**config.mk**
```make
export PLATFORM = sky130hd
export DESIGN_NAME = stopwatch_counter
export DESIGN_NICKNAME = d
export VERILOG_FILES = /design/src/rtl/stopwatch_counter_pkg.sv /design/src/rtl/rise_sync.sv /design/src/rtl/seg7_decoder.sv /design/src/rtl/stopwatch_counter.sv
export SDC_FILE = /design/constraint.sdc
export NUM_CORES = 1
export LEC_CHECK = 0
export CAP_MARGIN = 20
export CELL_PAD_IN_SITES_DETAIL_PLACEMENT = 1
export CELL_PAD_IN_SITES_GLOBAL_PLACEMENT = 2
export CORE_UTILIZATION = 37
export CTS_BUF_LIST = sky130_fd_sc_hd__clkbuf_4
export CTS_CLUSTER_SIZE = 28
export DETAILED_ROUTE_END_ITERATION = 12
export PLACE_DENSITY_LB_ADDON = 0.1
export SLEW_MARGIN = 0
export SYNTH_ARGS = -nofsm -noshare
export SYNTH_HDL_FRONTEND = slang
export SYNTH_SLANG_ARGS = --single-unit
export TNS_END_PERCENT = 20
```
**constraint.sdc**
```tcl
create_clock -name clk_in -period 2.2 [get_ports clk_in]
set_clock_uncertainty 0.1 [all_clocks]
set_input_delay 0.22 -clock clk_in [delete_from_list [all_inputs] [get_ports clk_in]]
set_output_delay 0.22 -clock clk_in [all_outputs]
set_load 0.03 [all_outputs]
```
**src/rtl/stopwatch_counter_pkg.sv**
```systemverilog
// Shared types and constants for the stopwatch:
// FSM encoding, seven-segment patterns, BCD increment helper.
package stopwatch_counter_pkg;

  typedef enum logic [1:0] {
    S_IDLE  = 2'd0,
    S_RUN   = 2'd1,
    S_PAUSE = 2'd2
  } state_t;

  // Active-low, bit6=g .. bit0=a
  localparam logic [6:0] SEG_0     = 7'b1000000;
  localparam logic [6:0] SEG_1     = 7'b1111001;
  localparam logic [6:0] SEG_2     = 7'b0100100;
  localparam logic [6:0] SEG_3     = 7'b0110000;
  localparam logic [6:0] SEG_4     = 7'b0011001;
  localparam logic [6:0] SEG_5     = 7'b0010010;
  localparam logic [6:0] SEG_6     = 7'b0000010;
  localparam logic [6:0] SEG_7     = 7'b1111000;
  localparam logic [6:0] SEG_8     = 7'b0000000;
  localparam logic [6:0] SEG_9     = 7'b0010000;
  localparam logic [6:0] SEG_BLANK = 7'b1111111;

  // Decimal ripple +1; MSB of result is carry out of digit 3
  function automatic logic [16:0] bcd_inc(input logic [15:0] v);
    logic [15:0] r;
    logic        c;
    logic [3:0]  d;
    r = v;
    c = 1'b1;
    for (int i = 0; i < 4; i++) begin
      d = v[4*i +: 4];
      if (c) begin
        if (d == 4'd9) begin
          r[4*i +: 4] = 4'd0;
        end else begin
          r[4*i +: 4] = d + 4'd1;
          c = 1'b0;
        end
      end
    end
    return {c, r};
  endfunction

endpackage

```
**src/rtl/rise_sync.sv**
```systemverilog
// 2-flop synchronizer plus rising-edge detector.
// Ports: clk_in, rst (async high), d (async level), p (1-cycle pulse).
module rise_sync (
  input  logic clk_in,
  input  logic rst,
  input  logic d,
  output logic p
);

  logic s1, s2, s3;

  always_ff @(posedge clk_in or posedge rst) begin
    if (rst) begin
      s1 <= 1'b0;
      s2 <= 1'b0;
      s3 <= 1'b0;
    end else begin
      s1 <= d;
      s2 <= s1;
      s3 <= s2;
    end
  end

  assign p = s2 & ~s3;

endmodule

```
**src/rtl/seg7_decoder.sv**
```systemverilog
// Combinational BCD to active-low seven-segment decoder.
// Ports: digit (4-bit BCD), seg (bit6=g .. bit0=a); non-BCD blanks.
module seg7_decoder
  import stopwatch_counter_pkg::*;
(
  input  logic [3:0] digit,
  output logic [6:0] seg
);

  always_comb begin
    seg = SEG_BLANK;
    case (digit)
      4'd0:    seg = SEG_0;
      4'd1:    seg = SEG_1;
      4'd2:    seg = SEG_2;
      4'd3:    seg = SEG_3;
      4'd4:    seg = SEG_4;
      4'd5:    seg = SEG_5;
      4'd6:    seg = SEG_6;
      4'd7:    seg = SEG_7;
      4'd8:    seg = SEG_8;
      4'd9:    seg = SEG_9;
      default: seg = SEG_BLANK;
    endcase
  end

endmodule

```
**src/rtl/stopwatch_counter.sv**
```systemverilog
// Four-digit BCD stopwatch with multiplexed 7-seg scan.
// Ports: clk_in, Reset, tick_in, start_stop, clear -> bcd, running,
// overflow, seg (active-low), an (active-low digit enables).
module stopwatch_counter
  import stopwatch_counter_pkg::*;
#(
  parameter int unsigned SCAN_DIV = 50000
) (
  input  logic        clk_in,
  input  logic        Reset,
  input  logic        tick_in,
  input  logic        start_stop,
  input  logic        clear,
  output logic [15:0] bcd,
  output logic        running,
  output logic        overflow,
  output logic [6:0]  seg,
  output logic [3:0]  an
);

  localparam int CW = (SCAN_DIV > 2) ? $clog2(SCAN_DIV) : 1;
  localparam logic [CW-1:0] SCAN_MAX = CW'(SCAN_DIV - 1);

  logic tick_p, ss_p, clr_p;

  rise_sync u_tick (
    .clk_in (clk_in),
    .rst    (Reset),
    .d      (tick_in),
    .p      (tick_p)
  );

  rise_sync u_ss (
    .clk_in (clk_in),
    .rst    (Reset),
    .d      (start_stop),
    .p      (ss_p)
  );

  rise_sync u_clr (
    .clk_in (clk_in),
    .rst    (Reset),
    .d      (clear),
    .p      (clr_p)
  );

  state_t      state_q, state_d;
  logic [15:0] bcd_q, bcd_d;
  logic        ovf_q, ovf_d;
  logic [16:0] inc;

  assign inc = bcd_inc(bcd_q);

  always_ff @(posedge clk_in or posedge Reset) begin
    if (Reset) begin
      state_q <= S_IDLE;
      bcd_q   <= '0;
      ovf_q   <= 1'b0;
    end else begin
      state_q <= state_d;
      bcd_q   <= bcd_d;
      ovf_q   <= ovf_d;
    end
  end

  // Clear dominates; in RUN a tick with ss is counted before pausing
  always_comb begin
    state_d = state_q;
    bcd_d   = bcd_q;
    ovf_d   = ovf_q;
    if (clr_p) begin
      state_d = S_IDLE;
      bcd_d   = '0;
      ovf_d   = 1'b0;
    end else begin
      unique case (state_q)
        S_IDLE: begin
          if (ss_p) state_d = S_RUN;
        end
        S_RUN: begin
          if (tick_p) begin
            bcd_d = inc[15:0];
            if (inc[16]) ovf_d = 1'b1;
          end
          if (ss_p) state_d = S_PAUSE;
        end
        S_PAUSE: begin
          if (ss_p) state_d = S_RUN;
        end
        default: state_d = S_IDLE;
      endcase
    end
  end

  assign bcd      = bcd_q;
  assign overflow = ovf_q;
  assign running  = (state_q == S_RUN);

  // Display scan
  logic [CW-1:0] scan_q;
  logic [1:0]    idx_q;
  logic [3:0]    digit;
  logic [6:0]    seg_c;
  logic [6:0]    seg_q;
  logic [3:0]    an_q;

  always_ff @(posedge clk_in or posedge Reset) begin
    if (Reset) begin
      scan_q <= '0;
      idx_q  <= 2'd0;
    end else if (scan_q == SCAN_MAX) begin
      scan_q <= '0;
      idx_q  <= idx_q + 2'd1;
    end else begin
      scan_q <= scan_q + CW'(1);
    end
  end

  assign digit = bcd_q[{idx_q, 2'b00} +: 4];

  seg7_decoder u_dec (
    .digit (digit),
    .seg   (seg_c)
  );

  // an/seg trail the index by one cycle
  always_ff @(posedge clk_in or posedge Reset) begin
    if (Reset) begin
      an_q  <= 4'b1110;
      seg_q <= SEG_0;
    end else begin
      an_q  <= ~(4'b0001 << idx_q);
      seg_q <= seg_c;
    end
  end

  assign seg = seg_q;
  assign an  = an_q;

endmodule

```
Word-level counts from Yosys, hierarchy flattened
Memory sizes are Yosys's and may differ from the RTL's. A register that Yosys moved wholly into a read port is not among the register bits.
Index checks and enable logic that the tools add are counted.
{"block": "totals", "elab_cells": 83, "mem_count": 1, "out_inout_bits": 29, "romBits": 112, "input_bits": 5, "reg_bits": 50}
{"memory": "(name not given)", "words": 16, "word_bits": 7, "read_ports": 1, "rd_clocked_by_memory_dff": 1, "write_ports": 0, "line_no": "seg7_decoder.sv:12", "text": "case (digit)"}
{"block": "op_classes", "add_sub_neg": 6, "reduce_logical": 14, "n_eq_ne": 9, "bitwise": 7, "n_shift": 2, "mux": 26}
{"operator": "two-way mux 16 bit", "count": 4}
{"operator": "two-way mux 4 bit", "count": 7}
{"operator": "adder 16 x 1 -> 16 bit, second input constant", "count": 1}
{"operator": "adder 4 x 1 -> 4 bit, second input constant", "count": 4}
{"operator": "equality test 16 bit, second input constant", "count": 1}
{"operator": "equality test 4 bit, second input constant", "count": 4}
{"operator": "variable part select 16 x 5 -> 4 bit", "count": 1}
{"operator": "AND reduction 3 bit", "count": 4}
{"operator": "nonzero test 2 bit", "count": 6}
{"operator": "two-way mux 1 bit", "count": 11}
{"operator": "two-way mux 2 bit", "count": 3}
{"operator": "inequality test 3 x 1 -> 1 bit, second input constant", "count": 2}
{"operator": "NOT 4 bit", "count": 1}
{"operator": "case mux 2 bit (2 select lines)", "count": 1}
{"operator": "AND reduction 2 bit", "count": 2}
{"operator": "left shift 1 x 2 -> 4 bit, first input constant", "count": 1}
{"operator": "bitwise AND 1 bit", "count": 3}
{"operator": "NOT 1 bit", "count": 3}
{"operator": "adder 2 x 1 -> 2 bit, second input constant", "count": 1}
{"operator": "equality test 2 x 1 -> 1 bit, second input constant", "count": 1}
{"operator": "equality test 2 bit, second input constant", "count": 1}
{"operator": "logical NOT 2 bit", "count": 1}
{"operator": "OR reduction 2 bit", "count": 1}

Logic depth before layout (Yosys ltp)
Gate-level depths: netlist of the first run.
{"block": "logic_depth", "ltp_word": 9, "ltp_mapped": 7, "mapped_depth_nobuf": 6}

Cells and area by module
From an unflattened synthesis of the first run, not the netlist that was laid out.
{"block": "hier_totals", "cells_unflattened": 259, "area_unflattened_um2": 2812.7}
{"mod": "stopwatch_counter", "seq_area_each_um2": 1206.2, "area_per_inst_um2": 2324.7, "instances": 1, "cells_each": 211}
{"mod": "rise_sync", "seq_area_each_um2": 75.1, "area_per_inst_um2": 92.6, "instances": 3, "cells_each": 5}
{"mod": "seg7_decoder", "seq_area_each_um2": 0.0, "area_per_inst_um2": 210.2, "instances": 1, "cells_each": 33}

Worst setup path before layout of the first run
No wires, ideal clock.
{"block": "synth_path", "kind": "flip-flop to flip-flop", "from": "register bcd_q[0], in the netlist bcd[0]", "to": "register bcd_q[11], in the netlist bcd[11]", "arrival_time_ns": 1.866, "t_required_ns": 2.018, "n_path_buf": 1, "period_less_slack_ns": 2.048, "stages_incl_launch_ff": 7, "setup_time_ns": 0.082, "path_slack_ns": 0.152, "cell_sequence": "dfrtp_1 -> ha_1 -> and3b_1 -> buf_2 -> nand3_4 -> or4b_1 -> a31oi_1"}
{"block": "synth_between", "elab_chain_len": 5}
{"item": "start, declared", "line_no": "stopwatch_counter.sv:48", "text": "logic [15:0] bcd_q, bcd_d;"}
{"item": "start signal, assigned", "line_no": "stopwatch_counter.sv:57", "text": "bcd_q <= '0;"}
{"item": "start signal, assigned", "line_no": "stopwatch_counter.sv:61", "text": "bcd_q <= bcd_d;"}
{"item": "equality test 4 bit", "line_no": "stopwatch_counter_pkg.sv:34", "text": "if (d == 4'd9) begin"}
{"item": "two-way mux 1 bit", "line_no": "stopwatch_counter_pkg.sv:34"}
{"item": "two-way mux 1 bit", "line_no": "stopwatch_counter_pkg.sv:33", "text": "if (c) begin"}
{"item": "nonzero test 2 bit (no source line)"}
{"item": "AND reduction 3 bit (no source line)"}
Every way passes these cells.
A chain may end at the register's enable or synchronous reset.

Worst setup path in the final report of the first run
{"block": "layout_path", "from": "register state_q[0]", "to": "output running"}
{"block": "layout_between", "elab_chain_len": 1}
{"item": "start, declared", "line_no": "stopwatch_counter.sv:47", "text": "state_t state_q, state_d;"}
{"item": "start signal, assigned", "line_no": "stopwatch_counter.sv:60", "text": "state_q <= state_d;"}
{"item": "equality test 2 x 1 -> 1 bit", "line_no": "stopwatch_counter.sv:97", "text": "assign running = (state_q == S_RUN);"}
{"item": "end, declared", "line_no": "stopwatch_counter.sv:15", "text": "output logic running,"}
Every way passes these cells.

==> results.cfg, run 1 <==
[logic_synthesis]
synth_cell_types = 46
synth.yosys.seq_area_share_pct = 50.3
synth-edff-count = 0
syn_area_mm2 = 0.00285
syn_inst = 270
synthesis.nets = 293
async_flop_share_pct = 100
synth_ff_type = dfrtp_1
yosys_warnings = 0
ys_seq_elements = 57
syn_avg_cell_area_um2 = 10.5

[timing]
final.setup.tns_ns = 0
setup_violations = 0
max_freq_ghz = 0.486
slew_viol_final = 0
min_period_over_period_pct = 93.5
rsz0062_at_grt = false
worst_pin_slew_ns = 0.450
fin_ws_ns = 0.142
period_minus_slack_ns = 2.06
hold_ws_ns = 0.0995
slew_headroom_pct = 69.9
finalHoldViolations = 0

[die]
start_util_pct = 38.8
core_area_mm2 = 0.00733
fp-row-count = 31
dieHeight_um = 89.7
die_area_mm2 = 0.00805
ios = 34
chipWidth_um = 89.7

[critical_path]
cp_data_required_time_ns = 1.88
cp_slowest_cell = clkdlybuf4s50_1
critPathLaunchType = flip-flop
max_stage_delay_ns = 0.71
crit_family = buffers and inverters
critPathBufInv = 1
cp_cell_sequence = nor2b_1 > clkdlybuf4s50_1
path_max_fanout = 5
path_class = flip-flop to output pin
crit_arrival_ns = 1.74
endpoint_kind = output pin

[global_route]
track_usage_pct = 16.7
antenna_found_initial = 0
grt_pass1_vias = 2115
grt_max_degree = 58
grt_pass1_wl_um = 10600
grt_remaining_overflow = 0

[clocking]
cts_buffer_depth = 2
numCtsBuffers = 9
cts-root-buf = clkbuf_4
cts.clk_slew.worst_paths_ns = 0.10
cts_resized = 0
insertion_delay_ns = 0.38
cts_tree = yes
cts_sinks = 57
htreeDepth = 3
cts_setup_buffers = 0
cts_hold_buf = 0

[routing]
vias_per_cell = 5.01
wirelength_um = 6150
wl_per_cell_um = 14.8
vias = 2088
drt-initial-drc-count = 63
detail-route-antenna-nets = 0
firstDrtPassIters = 4
drcViolationCount = 0

[place]
placement.io_buffers = 33
dp.cells = 401
place_congestion = 0.755
preCtsSetupSlack_ns = 0.198
dp.final_hpwl_um = 4410

[layout]
mostFrequentLayoutCell = dfrtp_1
synthToLayoutAreaGrowth_pct = 21.4
seqCellArea_mm2 = 0.00143
n_antenna_cell = 0
nets = 336
drive_gt1_share_pct = 12.9
final_util_pct = 47.1
layout_common_cells = 53 x dfrtp_1, 34 x nor2_1, 33 x clkdlybuf4s50_1
multi_input_area_mm2 = 0.00129
fillers = 822
layout.cells.non_filler = 417

[power_and_ir_drop]
cellPowerDensity_mw_per_mm2 = 584
irDropWorstVdd_v = 0.000249
static-leakage-power_nw = 1.50

[flow_run]
maxCapViolCount = 0

[worst_hold_path]
hp-class = input port to asynchronous set/reset pin

[status]
status = finished, final reports clean
[registers in the layout (all words and copies together) (netlist names), 2 cells and up]
| register | cells |
|---|---|
| bcd | 16 |
| scan_q | 16 |
| seg | 7 |
| an | 4 |
| idx_q | 2 |
| state_q | 2 |
[tightest hold or removal path, stage by stage]
cell and delay, ns:
clkdlybuf4s50_1 0.41, inv_2 0.07, buf_12 0.28
[through the flow]
| stage | power (mW) | instance area (µm²) |
|---|---|---|
| 2_1_floorplan | 1.22 | 2850 |
| 3_5_place_dp | 1.30 | 3330 |
| 6_report | 2.02 | 3460 |
| 3_3_place_gp | 1.29 | 3330 |
| 5_1_grt | 2.13 | 3460 |
| 4_1_cts | 2.06 | 3460 |
[cells by family (layout without fill, tap and decap cells)]
group           after synthesis  in the layout  synth area share (%)
compound gates               35             35                  6.95
fa+ha+maj                    18             18                  7.91
xor+xnor                     14             14                  4.31
flops                        57             57                  50.3
mux                           6              6                  3.87
simple gates                111            111                  22.2
buf+inv                      29             77                  4.44
[power breakdown]
group | total (mW) | switching [mW] | internal [mW]
combinational | 0.184 | 0.110 | 0.0740
clock | 0.742 | 0.380 | 0.362
sequential | 1.09 | 0.0161 | 1.07
total | 2.02 | 0.506 | 1.51
[per-layer routing]
metal | share of wire [%] | global-route usage (%)
met5 | 0 | 0
met4 | 1.1 | 5.33
met3 | 3.6 | 4.65
met2 | 47 | 26.5
met1 | 48 | 22.2
[worst paths after layout]
check / from / to / slack, ns / cells past startpoint
hold reg to reg: u_ss.s1$_DFF_PP0_ / u_ss.s2$_DFF_PP0_ / 0.26 / 0
setup reg to reg: bcd[1]$_DFFE_PP0P_ / bcd[14]$_DFFE_PP0P_ / 0.15 / 6
setup / recovery: state_q[0]$_DFFE_PP0P_ / running / 0.14 / 2
hold / removal: Reset / u_tick.s1$_DFF_PP0_ / 0.1 / 3
max in group asynchronous: Reset / an[2]$_DFF_PP1_ / 1.60 / 3
min in group clk_in: clear / u_clr.s1$_DFF_PP0_ / 0.16 / 1
[synthesized netlist by cell type (6+ instances only)]
| master | n | share of area (%) |
|---|---|---|
| ha_1 | 18 | 7.9 |
| nor2_1 | 34 | 4.5 |
| o21ai_0 | 8 | 1.4 |
| inv_1 | 19 | 2.5 |
| nor2b_1 | 6 | 1.3 |
| dfrtp_1 | 53 | 47 |
| a21oi_1 | 19 | 3.3 |
| nand3_1 | 9 | 1.6 |
| xor2_1 | 6 | 1.8 |
| nand2_1 | 15 | 2.0 |
| or3_1 | 6 | 1.3 |
| xnor2_1 | 8 | 2.5 |
[layout make-up]
type / instances / share of cell area [%]
Sequential cell: 57 / 41.4
Multi-Input combinational cell: 184 / 37.3
Timing Repair Buffer: 42 / 11.9
Tap cell: 99 / 3.58
Clock buffer: 11 / 2.39
Inverter: 19 / 2.06
Clock inverter: 5 / 1.38
Power figures use the tool's default switching activity.
==> run 2: changes to the inputs <==
--- a/config.mk
+++ b/config.mk
@@ -5,7 +5,7 @@
 export SDC_FILE = /design/constraint.sdc
 export NUM_CORES = 1
 export LEC_CHECK = 0
-export CAP_MARGIN = 20
+export CAP_MARGIN = 10
 export CELL_PAD_IN_SITES_DETAIL_PLACEMENT = 1
 export CELL_PAD_IN_SITES_GLOBAL_PLACEMENT = 2
 export CORE_UTILIZATION = 37
==> results of run 2 <==
The final DEF is identical to that of run 1; final timing and power are the same.
